--- config.mk ---
export PLATFORM = sky130hd
export DESIGN_NAME = execute_stage_m
export DESIGN_NICKNAME = d
export VERILOG_FILES = /design/src/rtl/exec_pkg.sv /design/src/rtl/execute_stage_m_muldiv.sv /design/src/rtl/execute_stage_m.sv
export SDC_FILE = /design/constraint.sdc
export NUM_CORES = 2
export LEC_CHECK = 0
export ABC_AREA = 1
export BUFFER_PORTS_ARGS = -buffer_cell sky130_fd_sc_hd__buf_2
export CAP_MARGIN = 20
export CORE_ASPECT_RATIO = 0.8
export CORE_MARGIN = 4
export CORE_UTILIZATION = 25
export DETAILED_ROUTE_END_ITERATION = 8
export HOLD_SLACK_MARGIN = 0.03
export PLACE_DENSITY = 0.53
export SETUP_SLACK_MARGIN = 0.5
export SLEW_MARGIN = 10
export SYNTH_ARGS = -nofsm -noshare
export SYNTH_HDL_FRONTEND = slang
export SYNTH_SLANG_ARGS = --single-unit
--- constraint.sdc ---
create_clock -name clk -period 2.8 [get_ports clk]
set_input_delay 0.14 -clock clk [delete_from_list [all_inputs] [get_ports clk]]
set_output_delay 0.14 -clock clk [all_outputs]
set_load 0.02 [all_outputs]
--- src/rtl/exec_pkg.sv ---
// Shared types for the execute stage: ALU opcodes, branch conditions,
// M-extension op codes, mul/div FSM states and forwarding selects.
package exec_pkg;

   typedef enum logic [3:0] {
      ALU_ADD  = 4'd0,
      ALU_SUB  = 4'd1,
      ALU_AND  = 4'd2,
      ALU_OR   = 4'd3,
      ALU_XOR  = 4'd4,
      ALU_SLL  = 4'd5,
      ALU_SRL  = 4'd6,
      ALU_SRA  = 4'd7,
      ALU_SLT  = 4'd8,
      ALU_SLTU = 4'd9
   } alu_op_e;

   localparam logic [2:0] BR_EQ  = 3'b000;
   localparam logic [2:0] BR_NE  = 3'b001;
   localparam logic [2:0] BR_LT  = 3'b100;
   localparam logic [2:0] BR_GE  = 3'b101;
   localparam logic [2:0] BR_LTU = 3'b110;
   localparam logic [2:0] BR_GEU = 3'b111;

   typedef enum logic [2:0] {
      MD_MUL, MD_MULH, MD_MULHSU, MD_MULHU,
      MD_DIV, MD_DIVU, MD_REM, MD_REMU
   } muldiv_op_e;

   typedef enum logic [1:0] {MD_IDLE, MD_CALC, MD_DONE} md_state_e;

   typedef enum logic [1:0] {FWD_RF, FWD_W, FWD_M, FWD_ZERO} fwd_sel_e;

   function automatic logic opSignedA(muldiv_op_e op);
      return (op == MD_MUL) || (op == MD_MULH) || (op == MD_MULHSU) ||
             (op == MD_DIV) || (op == MD_REM);
   endfunction

   function automatic logic opSignedB(muldiv_op_e op);
      return (op == MD_MUL) || (op == MD_MULH) || (op == MD_DIV) || (op == MD_REM);
   endfunction

endpackage

--- src/rtl/execute_stage_m_muldiv.sv ---
// Iterative radix-2 multiply / restoring divide on operand magnitudes,
// with the sign fix-up applied to the final product, quotient or remainder.
module muldiv_iter
   import exec_pkg::*;
#(
   parameter int XLEN = 32
) (
   input  logic            clk,
   input  logic            rst_n,
   input  logic            flush_i,
   input  logic            start_i,
   input  logic [2:0]      op_i,
   input  logic [XLEN-1:0] a_i,
   input  logic [XLEN-1:0] b_i,
   output logic            busy_o,
   output logic            done_o,
   output logic [XLEN-1:0] result_o
);
   localparam int CW = $clog2(XLEN);

   md_state_e       state_q, state_d;
   muldiv_op_e      op_q, op_d;
   logic [CW-1:0]   cnt_q, cnt_d;
   logic            negRes_q, negRes_d, negRem_q, negRem_d;
   logic [XLEN-1:0] acc_q, acc_d, lo_q, lo_d, mcand_q, mcand_d;

   logic            signA, signB;
   logic [XLEN:0]   mulSum, divShift, divDiff;

   assign signA    = opSignedA(muldiv_op_e'(op_i)) & a_i[XLEN-1];
   assign signB    = opSignedB(muldiv_op_e'(op_i)) & b_i[XLEN-1];
   assign mulSum   = {1'b0, acc_q} + (lo_q[0] ? {1'b0, mcand_q} : '0);
   assign divShift = {acc_q, lo_q[XLEN-1]};
   assign divDiff  = divShift - {1'b0, mcand_q};

   always_ff @(posedge clk) begin
      if (!rst_n) begin
         state_q  <= MD_IDLE;
         op_q     <= MD_MUL;
         cnt_q    <= '0;
         negRes_q <= 1'b0;
         negRem_q <= 1'b0;
         acc_q    <= '0;
         lo_q     <= '0;
         mcand_q  <= '0;
      end else begin
         state_q  <= state_d;
         op_q     <= op_d;
         cnt_q    <= cnt_d;
         negRes_q <= negRes_d;
         negRem_q <= negRem_d;
         acc_q    <= acc_d;
         lo_q     <= lo_d;
         mcand_q  <= mcand_d;
      end
   end

   // lo_q holds the multiplier (shifted out) or dividend/quotient (shifted through).
   always_comb begin
      state_d  = state_q;
      op_d     = op_q;
      cnt_d    = cnt_q;
      negRes_d = negRes_q;
      negRem_d = negRem_q;
      acc_d    = acc_q;
      lo_d     = lo_q;
      mcand_d  = mcand_q;
      busy_o   = 1'b0;
      done_o   = 1'b0;
      case (state_q)
         MD_IDLE: begin
            if (start_i && !flush_i) begin
               busy_o   = 1'b1;
               state_d  = MD_CALC;
               op_d     = muldiv_op_e'(op_i);
               cnt_d    = CW'(XLEN - 1);
               negRes_d = (signA ^ signB) & (~op_i[2] | (|b_i));
               negRem_d = signA;
               acc_d    = '0;
               lo_d     = signA ? -a_i : a_i;
               mcand_d  = signB ? -b_i : b_i;
            end
         end
         MD_CALC: begin
            busy_o = 1'b1;
            if (flush_i) begin
               state_d = MD_IDLE;
            end else begin
               if (!op_q[2]) begin
                  acc_d = mulSum[XLEN:1];
                  lo_d  = {mulSum[0], lo_q[XLEN-1:1]};
               end else begin
                  acc_d = divDiff[XLEN] ? divShift[XLEN-1:0] : divDiff[XLEN-1:0];
                  lo_d  = {lo_q[XLEN-2:0], ~divDiff[XLEN]};
               end
               if (cnt_q == '0) state_d = MD_DONE;
               else             cnt_d   = cnt_q - 1'b1;
            end
         end
         MD_DONE: begin
            state_d = MD_IDLE;
            done_o  = !flush_i;
         end
         default: state_d = MD_IDLE;
      endcase
   end

   logic [2*XLEN-1:0] prod, prodFix;
   logic [XLEN-1:0]   quotFix, remFix;

   always_comb begin
      prod     = {acc_q, lo_q};
      prodFix  = negRes_q ? -prod : prod;
      quotFix  = negRes_q ? -lo_q : lo_q;
      remFix   = negRem_q ? -acc_q : acc_q;
      result_o = '0;
      case (op_q)
         MD_MUL:                       result_o = prodFix[XLEN-1:0];
         MD_MULH, MD_MULHSU, MD_MULHU: result_o = prodFix[2*XLEN-1:XLEN];
         MD_DIV, MD_DIVU:              result_o = quotFix;
         default:                      result_o = remFix;
      endcase
   end

endmodule

--- src/rtl/execute_stage_m.sv ---
// RV32/RV64 execute stage: operand forwarding, ALU, branch/jump resolution
// and an optional iterative M-extension unit that stalls the pipeline.
module execute_stage_m
   import exec_pkg::*;
#(
   parameter int XLEN      = 32,
   parameter bit MULDIV_EN = 1'b1
) (
   input  logic            clk,
   input  logic            rst_n,
   input  logic            FlushE,
   input  logic [1:0]      ForwardAE,
   input  logic [1:0]      ForwardBE,
   input  logic            ALUSrcE,
   input  logic [3:0]      ALUControlE,
   input  logic            BranchE,
   input  logic            JumpE,
   input  logic            JalrE,
   input  logic [2:0]      Funct3E,
   input  logic            MulDivE,
   input  logic [XLEN-1:0] PCE,
   input  logic [XLEN-1:0] ExtImmE,
   input  logic [XLEN-1:0] RD1E,
   input  logic [XLEN-1:0] RD2E,
   input  logic [XLEN-1:0] ALUResultM,
   input  logic [XLEN-1:0] ResultW,
   output logic [XLEN-1:0] ALUResultE,
   output logic [XLEN-1:0] WriteDataE,
   output logic [XLEN-1:0] PCTargetE,
   output logic            PCSrcE,
   output logic            StallMDE
);
   localparam int SHW = $clog2(XLEN);

   logic [XLEN-1:0] srcAE, srcBE, aluResult, mdResult, jalrSum;
   logic            zero, ltS, ltU, taken, mdBusy, mdDone;

   always_comb begin
      srcAE      = '0;
      WriteDataE = '0;
      case (fwd_sel_e'(ForwardAE))
         FWD_RF:  srcAE = RD1E;
         FWD_W:   srcAE = ResultW;
         FWD_M:   srcAE = ALUResultM;
         default: srcAE = '0;
      endcase
      case (fwd_sel_e'(ForwardBE))
         FWD_RF:  WriteDataE = RD2E;
         FWD_W:   WriteDataE = ResultW;
         FWD_M:   WriteDataE = ALUResultM;
         default: WriteDataE = '0;
      endcase
   end

   assign srcBE = ALUSrcE ? ExtImmE : WriteDataE;
   assign zero  = (srcAE == srcBE);
   assign ltS   = $signed(srcAE) < $signed(srcBE);
   assign ltU   = srcAE < srcBE;

   always_comb begin
      aluResult = '0;
      case (alu_op_e'(ALUControlE))
         ALU_ADD:  aluResult = srcAE + srcBE;
         ALU_SUB:  aluResult = srcAE - srcBE;
         ALU_AND:  aluResult = srcAE & srcBE;
         ALU_OR:   aluResult = srcAE | srcBE;
         ALU_XOR:  aluResult = srcAE ^ srcBE;
         ALU_SLL:  aluResult = srcAE << srcBE[SHW-1:0];
         ALU_SRL:  aluResult = srcAE >> srcBE[SHW-1:0];
         ALU_SRA:  aluResult = $signed(srcAE) >>> srcBE[SHW-1:0];
         ALU_SLT:  aluResult = {{(XLEN-1){1'b0}}, ltS};
         ALU_SLTU: aluResult = {{(XLEN-1){1'b0}}, ltU};
         default:  aluResult = '0;
      endcase
   end

   always_comb begin
      taken = 1'b0;
      case (Funct3E)
         BR_EQ:   taken = zero;
         BR_NE:   taken = !zero;
         BR_LT:   taken = ltS;
         BR_GE:   taken = !ltS;
         BR_LTU:  taken = ltU;
         BR_GEU:  taken = !ltU;
         default: taken = 1'b0;
      endcase
   end

   assign jalrSum   = srcAE + ExtImmE;
   assign PCTargetE = JalrE ? (jalrSum & {{(XLEN-1){1'b1}}, 1'b0}) : (PCE + ExtImmE);
   // A redirect must not fire while the stalled mul/div still occupies E.
   assign PCSrcE    = ((BranchE & taken) | JumpE) & ~mdBusy;
   assign StallMDE  = mdBusy;
   assign ALUResultE = mdDone ? mdResult : aluResult;

   if (MULDIV_EN) begin : g_muldiv
      muldiv_iter #(.XLEN(XLEN)) u_muldiv (
         .clk      (clk),
         .rst_n    (rst_n),
         .flush_i  (FlushE),
         .start_i  (MulDivE),
         .op_i     (Funct3E),
         .a_i      (srcAE),
         .b_i      (WriteDataE),
         .busy_o   (mdBusy),
         .done_o   (mdDone),
         .result_o (mdResult)
      );
   end else begin : g_no_muldiv
      assign mdBusy   = 1'b0;
      assign mdDone   = 1'b0;
      assign mdResult = '0;
   end

endmodule

After elaboration in Yosys (flattened, before gate mapping)
Index checks and enable logic that the tools add are counted.
W data, S select, Z words.
{"block": "op_classes", "add_sub_neg": 12, "magnitude_cmp": 2, "eq_ne": 31, "shifts": 3, "n_mux": 34, "bitwise": 14, "reduce_logical": 26}
{"op": "$mux W32", "count": 15}
{"op": "$pmux W32 S10", "count": 1}
{"op": "$pmux W32 S3", "count": 3}
{"op": "$neg A32 Y32", "count": 4}
{"op": "$pmux W32 S2", "count": 2}
{"op": "$add A32 B32 Y32", "count": 3}
{"op": "$lt A32 B32 Y1", "count": 2}
{"op": "$mux W64", "count": 1}
{"op": "$neg A64 Y64", "count": 1}
{"op": "$add A32 B33 Y33", "count": 1}
{"op": "$sub A33 B32 Y33", "count": 1}
{"op": "$and A32 B32 Y32", "count": 1}
{"op": "$eq A32 B32 Y1", "count": 1}
{"op": "$or A32 B32 Y32", "count": 1}
{"op": "$reduce_or A32 Y1", "count": 1}
{"op": "$shl A32 B5 Y32", "count": 1}
{"op": "$shr A32 B5 Y32", "count": 1}
{"op": "$sshr A32 B5 Y32", "count": 1}
{"op": "$sub A32 B32 Y32", "count": 1}
{"op": "$xor A32 B32 Y32", "count": 1}
{"op": "$eq A3 B3 Y1 const B", "count": 6}
{"op": "$eq A4 B3 Y1 const B", "count": 4}
{"op": "$mux W5", "count": 3}
{"op": "$pmux W5 S2", "count": 1}
{"op": "other kinds (33)", "count": 65}
{"block": "totals", "reg_bits": 108, "output_inout_bits": 98, "elab_cells": 130}

Logic depth before layout (Yosys ltp)
{"block": "logic_depth", "depth_word": 9, "depth_mapped": 28, "depth_no_buf": 25}

Cells and area by module
Synthesis repeated with hierarchy kept, for this count alone.
{"block": "hier_totals", "cells_unflattened": 6030, "area_unflattened_um2": 31253.7}
{"module": "execute_stage_m", "instances": 1, "cells_per_inst": 3234, "area_each_um2": 16268.1}
{"module": "muldiv_iter", "instances": 1, "cells_per_inst": 2796, "area_each_um2": 14985.6}

Worst setup path before layout
OpenSTA, ideal clock, no wires.
{"block": "synth_path", "path_kind": "input-to-output", "startpoint": "input port ForwardBE[1]", "endpoint": "output port PCSrcE", "arrival_ns": 3.168, "required_time_ns": 2.660, "path_slack_ns": -0.508, "path_stages": 24, "path_buffers": 3, "path_cell_list": "nor2_2 -> buf_2 -> buf_2 -> nand2_1 -> o21ai_0 -> a21oi_1 -> inv_1 -> nand2_1 -> o21ai_0 -> ha_1 -> clkbuf_1 -> nor2_1 -> nand2_1 -> nor2_1 -> nand2_1 -> nor3_1 -> o21ai_0 -> a21oi_1 -> inv_1 -> nand2_1 -> inv_1 -> nand2_1 -> o21ai_1 -> a21oi_1"}
{"block": "synth_between", "elab_chain_cells": 9, "elab_cells_between_ends": 15}
{"element": "from (decl)", "line_no": "execute_stage_m.sv:13", "rtl": "input logic [1:0] ForwardBE,"}
{"element": "$eq A2 B2 Y1, or another cell as far along", "line_no": "execute_stage_m.sv:47", "rtl": "case (fwd_sel_e'(ForwardBE))"}
{"element": "$pmux W32 S3 *", "line_no": "execute_stage_m.sv:47"}
{"element": "named net WriteDataE[27]", "line_no": "execute_stage_m.sv:28", "rtl": "output logic [XLEN-1:0] WriteDataE,"}
{"element": "$mux W32 *", "line_no": "execute_stage_m.sv:55", "rtl": "assign srcBE = ALUSrcE ? ExtImmE : WriteDataE;"}
{"element": "$lt A32 B32 Y1, or another cell as far along", "line_no": "execute_stage_m.sv:58", "rtl": "assign ltU = srcAE < srcBE;"}
{"element": "$logic_not A1 Y1, on equally long branches", "line_no": "execute_stage_m.sv:85, execute_stage_m.sv:81, execute_stage_m.sv:83"}
{"element": "$pmux W1 S6 *", "line_no": "execute_stage_m.sv:79", "rtl": "case (Funct3E)"}
{"element": "$and A1 B1 Y1 *", "line_no": "execute_stage_m.sv:93", "rtl": "assign PCSrcE = ((BranchE & taken) | JumpE) & ~mdBusy;"}
{"element": "$or A1 B1 Y1 *", "line_no": "execute_stage_m.sv:93"}
{"element": "$and A1 B1 Y1 *", "line_no": "execute_stage_m.sv:93"}
{"element": "to (decl)", "line_no": "execute_stage_m.sv:30", "rtl": "output logic PCSrcE,"}
The timed path passes the listed nets; every way through them passes the cells marked *.

Worst setup path in the final report
{"block": "layout_path", "startpoint": "input port ForwardBE[0]", "endpoint": "output port ALUResultE[10]"}
{"block": "layout_between", "elab_chain_cells": 6, "elab_cells_between_ends": 15}
{"element": "$eq A2 B2 Y1, or another cell as far along", "line_no": "execute_stage_m.sv:47"}
{"element": "$pmux W32 S3 *", "line_no": "execute_stage_m.sv:47"}
{"element": "$mux W32 *", "line_no": "execute_stage_m.sv:55"}
{"element": "$sub A32 B32 Y32, or another cell as far along", "line_no": "execute_stage_m.sv:64", "rtl": "ALU_SUB: aluResult = srcAE - srcBE;"}
{"element": "$pmux W32 S10 *", "line_no": "execute_stage_m.sv:62", "rtl": "case (alu_op_e'(ALUControlE))"}
{"element": "$mux W32 *", "line_no": "execute_stage_m.sv:95", "rtl": "assign ALUResultE = mdDone ? mdResult : aluResult;"}
{"element": "to (decl)", "line_no": "execute_stage_m.sv:27", "rtl": "output logic [XLEN-1:0] ALUResultE,"}
Every way passes the cells marked *; elsewhere a longest branch is shown, timed or not.

==> key figures <==
Setup path
  • FF-to-FF Start: g_muldiv.u_muldiv.acc_q[4]$_SDFFE_PN0P_
  • Reg2reg setup slack: ~0.010 ns
  • Setup Crit Path Kind: primary input to primary output
  • FF-to-FF End: g_muldiv.u_muldiv.acc_q[21]$_SDFFE_PN0P_
  • CP arrival: approximately 3.5 ns
  • Critical path launch point type: primary input
  • Worst-path fanout max: 6
  • CP required: 2.66 ns
  • Worst Setup SP: ForwardBE[0]
  • Crit path capture type: primary output
  • R2r worst-path depth: 15

Timing
  • Final WS setup: -0.8728 ns
  • Skew final: around 0.018 ns
  • Hold Vio Cnt, Final: 0
  • Max-slew headroom: 37.78%
  • Max Clk Rate: ~270 MHz
  • Setup violations, final: 60
  • Tcrit/Tclk final: 131.2%
  • Setup TNS: -34.06 ns
  • Slew Limit Fails: 0
  • Hold_ws: approximately 0.14 ns
  • Period minus WS final: approximately 3.7 ns
  • RSZ-0062 raised after global routing: true
  • Worst Tran Pin Value: approximately 0.93 ns

GRT
  • Total GRT Usage: between 30 and 40%
  • Largest net degree at the start of global routing: 86
  • First-pass GRT wire length: between 300000 and 400000 microns
  • Number of global-route vias before repair: about 43000
  • GR Overflow Total: 0
  • Initial antenna violation count: 14

Power
  • Leak pwr: about 24 nW
  • Worst vdd ir: between 0.2 and 0.25 mV
  • Cell area power density: about 340 mW/mm^2

Floorplan
  • Die height: approximately 320 microns
  • Die width: a little under 400 microns
  • Starting Density: about a quarter
  • Core ar.: about 0.12 sq mm
  • I/O pin count: just over 300
  • Die Area: 0.1239 sq mm
  • Row count: approximately 110

Logic synthesis
  • Post-Syn Instances: ~5700
  • Ranking of synthesized cells by area: nand2_1 20%, nand3_1 12%, ha_1 9.8%, inv_1 8.5%, a21oi_1 7.8%
  • Async SR Flop Fraction: 0%
  • Synth top area share: between 10% and 20%
  • Number of flops mapped to enable cells by yosys: 0
  • Synth Cell Area: ~0.03 sq mm
  • Syn Area/Cell: ~5.2 sq um
  • FF+latch count, synth: about 110
  • Syn Nets: 6111
  • Register area share after synthesis: between 7 and 8%
  • YS warnings: 0
  • Library cells used by synthesis: 56
  • Synth area leader: nand2_1
  • Ys flop type: dfxtp_1

Clock tree
  • Later-pin clock latency in the skew report: around 0.39 ns
  • Sink Count: between 100 and 150
  • H-tree levels: 3
  • Hold bufs inserted after CTS: 0
  • CTS tree: done
  • CTS Buf Count: 9
  • Worst-path clk slew: ~0.08 ns
  • Bufs on Longest Clock Path: 2
  • Root buf cell: clkbuf_16

Final layout
  • Fraction of layout cells with a size suffix above 1: a little under two fifths
  • Nets: roughly 7600
  • Non-filler cells, final: slightly below 9000
  • Area growth syn-to-layout: 66.72%

Hold path
  • Hold path depth: 3
  • Min-Delay Endpoint: g_muldiv.u_muldiv.state_q[1]$_SDFFE_PN0P_
  • Worst hold start: MulDivE
  • Hold crit path type: primary input to register

Outcome
  • Failing checks: setup timing
  • Status: finished with violations

Placed design
  • Gpl congestion: ~1.1
  • Dpl cells: between 8000 and 9000
  • # port buffers: about 310
  • DP HPWL: between 150000 and 200000 microns

Routing
  • Iter 0 DRT Violations: 5804
  • WL final: 218400 microns
  • DRC Markers: 0
  • First-pass DRT Iterations: 8
  • DRT antenna net count: 0
  • Via-to-Cell Ratio: 5.402
  • Routed len/inst: about 25 microns
  • Total number of vias: roughly 47000

Run
  • Max-cap violations: 0
-- final cells by class --
type	instances	area [sq um]
fill	12650	67690
multi-input combinational	4642	28740
inverter	697	2733
antenna	11	27.53
timing repair inverter	1	8.758
sequential	108	2202
clock inverter	7	78.83
timing repair buffer	1685	13380
clock buffer	9	225.2
tap	1539	1926
-- registers in the layout (all words and copies together) (netlist names) --
register and cells:
g_muldiv.u_muldiv.op_q 3, g_muldiv.u_muldiv.acc_q 32, g_muldiv.u_muldiv.state_q 2, g_muldiv.u_muldiv.cnt_q 5
g_muldiv.u_muldiv.mcand_q 32, g_muldiv.u_muldiv.lo_q 32, g_muldiv.u_muldiv.negRem_q 1, g_muldiv.u_muldiv.negRes_q 1
-- critical path: stages --
cell and delay, ns:
buf_6 0.08, buf_12 0.13, nor2_4 0.06, buf_12 0.14
buf_8 0.13, buf_6 0.11, nand2_4 0.06, nand3_4 0.16
o21ai_4 0.24, buf_6 0.16, inv_4 0.05, ha_2 0.20
a21oi_4 0.15, o21ai_4 0.10, nand2_2 0.09, nand2_4 0.08
nand2_1 0.08, nand2_2 0.06, buf_4 0.14, nand3_1 0.05
o211ai_1 0.13, a211oi_4 0.40, buf_4 0.20, nand2_4 0.07
nand2_2 0.08, nand2_2 0.06, buf_4 0.16
-- cells in the final DEF (no fill, tap or decap), types with 15 or more instances in the layout --
cell	count
o21ai_4	44
dfxtp_2	23
nor3_2	19
ha_1	151
a21oi_2	90
nand2_2	192
xor2_1	69
nand3_4	32
nand2_4	40
o21bai_1	24
o21ai_0	316
a31oi_1	42
nand3b_1	33
buf_12	45
o21ai_2	57
a21o_1	23
dfxtp_1	82
o211ai_1	52
nand3_1	602
buf_4	1231
or2_2	16
nand2_1	1350
nor2_2	85
o22ai_1	17
nand3_2	67
a21oi_1	340
inv_1	592
nor2_1	435
a21oi_4	32
inv_2	73
buf_2	247
xnor2_1	31
nor2_4	76
inv_4	15
o21ai_1	69
ha_4	70
nand4_1	66
buf_8	16
buf_6	138
nor3_1	49
-- metal layers --
metal	vias up	wire, microns	GRT usage [%]
met5	-	167	0
met4	6	7112	8.711
met3	318	29460	10.86
met2	2709	84710	46.87
met1	22150	96980	49.15
li1	21810	-	-
-- cell usage after synthesis (4+ instances only) --
cell type,count
and3_1,6
nand2_2,9
clkinv_1,7
buf_2,44
o21ai_0,460
dfxtp_1,108
nor2_4,8
nor4_1,20
buf_4,9
nor2_1,559
a21boi_0,11
a31oi_1,54
o21ai_2,4
buf_6,10
o21bai_1,37
a21o_1,24
o2111ai_1,4
xnor2_1,33
o211ai_1,52
nand4_1,66
o21ai_1,20
nor2_2,29
ha_1,231
buf_1,17
clkbuf_1,136
o22ai_1,17
a211oi_1,7
xor2_1,70
a221oi_1,11
nand3_2,12
o221ai_1,7
or2_2,20
nand3b_1,33
fa_1,6
inv_2,16
and2_1,4
inv_1,671
nor3_1,71
a21oi_1,462
o21a_1,11
nand3_1,688
nand2_1,1575
-- where the power goes --
part	switching [W]	internal [W]	leakage, nW
combinational	0.00813	0.00540	23.4
sequential	0.0000914	0.00164	0.896
clock	0.000711	0.000711	0.153
total	0.00893	0.00774	24.4
-- per-stage QoR --
stage	instance area (sq um)	worst slack (ns)	utilization (%)	total power, W
floorplan	31160	-0.05267	-	0.007269
global placement	43190	-1.379	36.91	0.01292
detailed placement	43190	-1.343	36.91	0.01290
CTS	47840	-0.7707	40.89	0.01570
global route	49300	-0.9374	42.13	0.01745
finish	49320	-0.8728	42.15	0.01668
-- kinds of logic after synthesis --
| kind of cell | share of synthesized area, % |
|---|---|
| compound gates | 22.21 |
| xor+xnor | 3.050 |
| fa+ha+maj | 10.18 |
| buf+inv | 12.16 |
| flops | 7.309 |
| simple gates | 45.09 |
-- how the worst max path moves through the flow --
stage / endpoint / slack (ns)
2_1_floorplan: PCSrcE / -0.05
3_3_place_gp: ALUResultE[10] / -1.38
3_5_place_dp: ALUResultE[10] / -1.34
4_1_cts: ALUResultE[11] / -0.77
5_1_grt: ALUResultE[10] / -0.94
6_report: ALUResultE[10] / -0.87
-- timing repair --
item | in CTS | in global routing
buffers inserted | 96 | 32
gates resized for setup | 905 | 311
pin swaps | 246 | 153
endpoints found under the setup margin | 132 | 137
cloned | 5 | 2
Power figures use the tool's default switching activity.
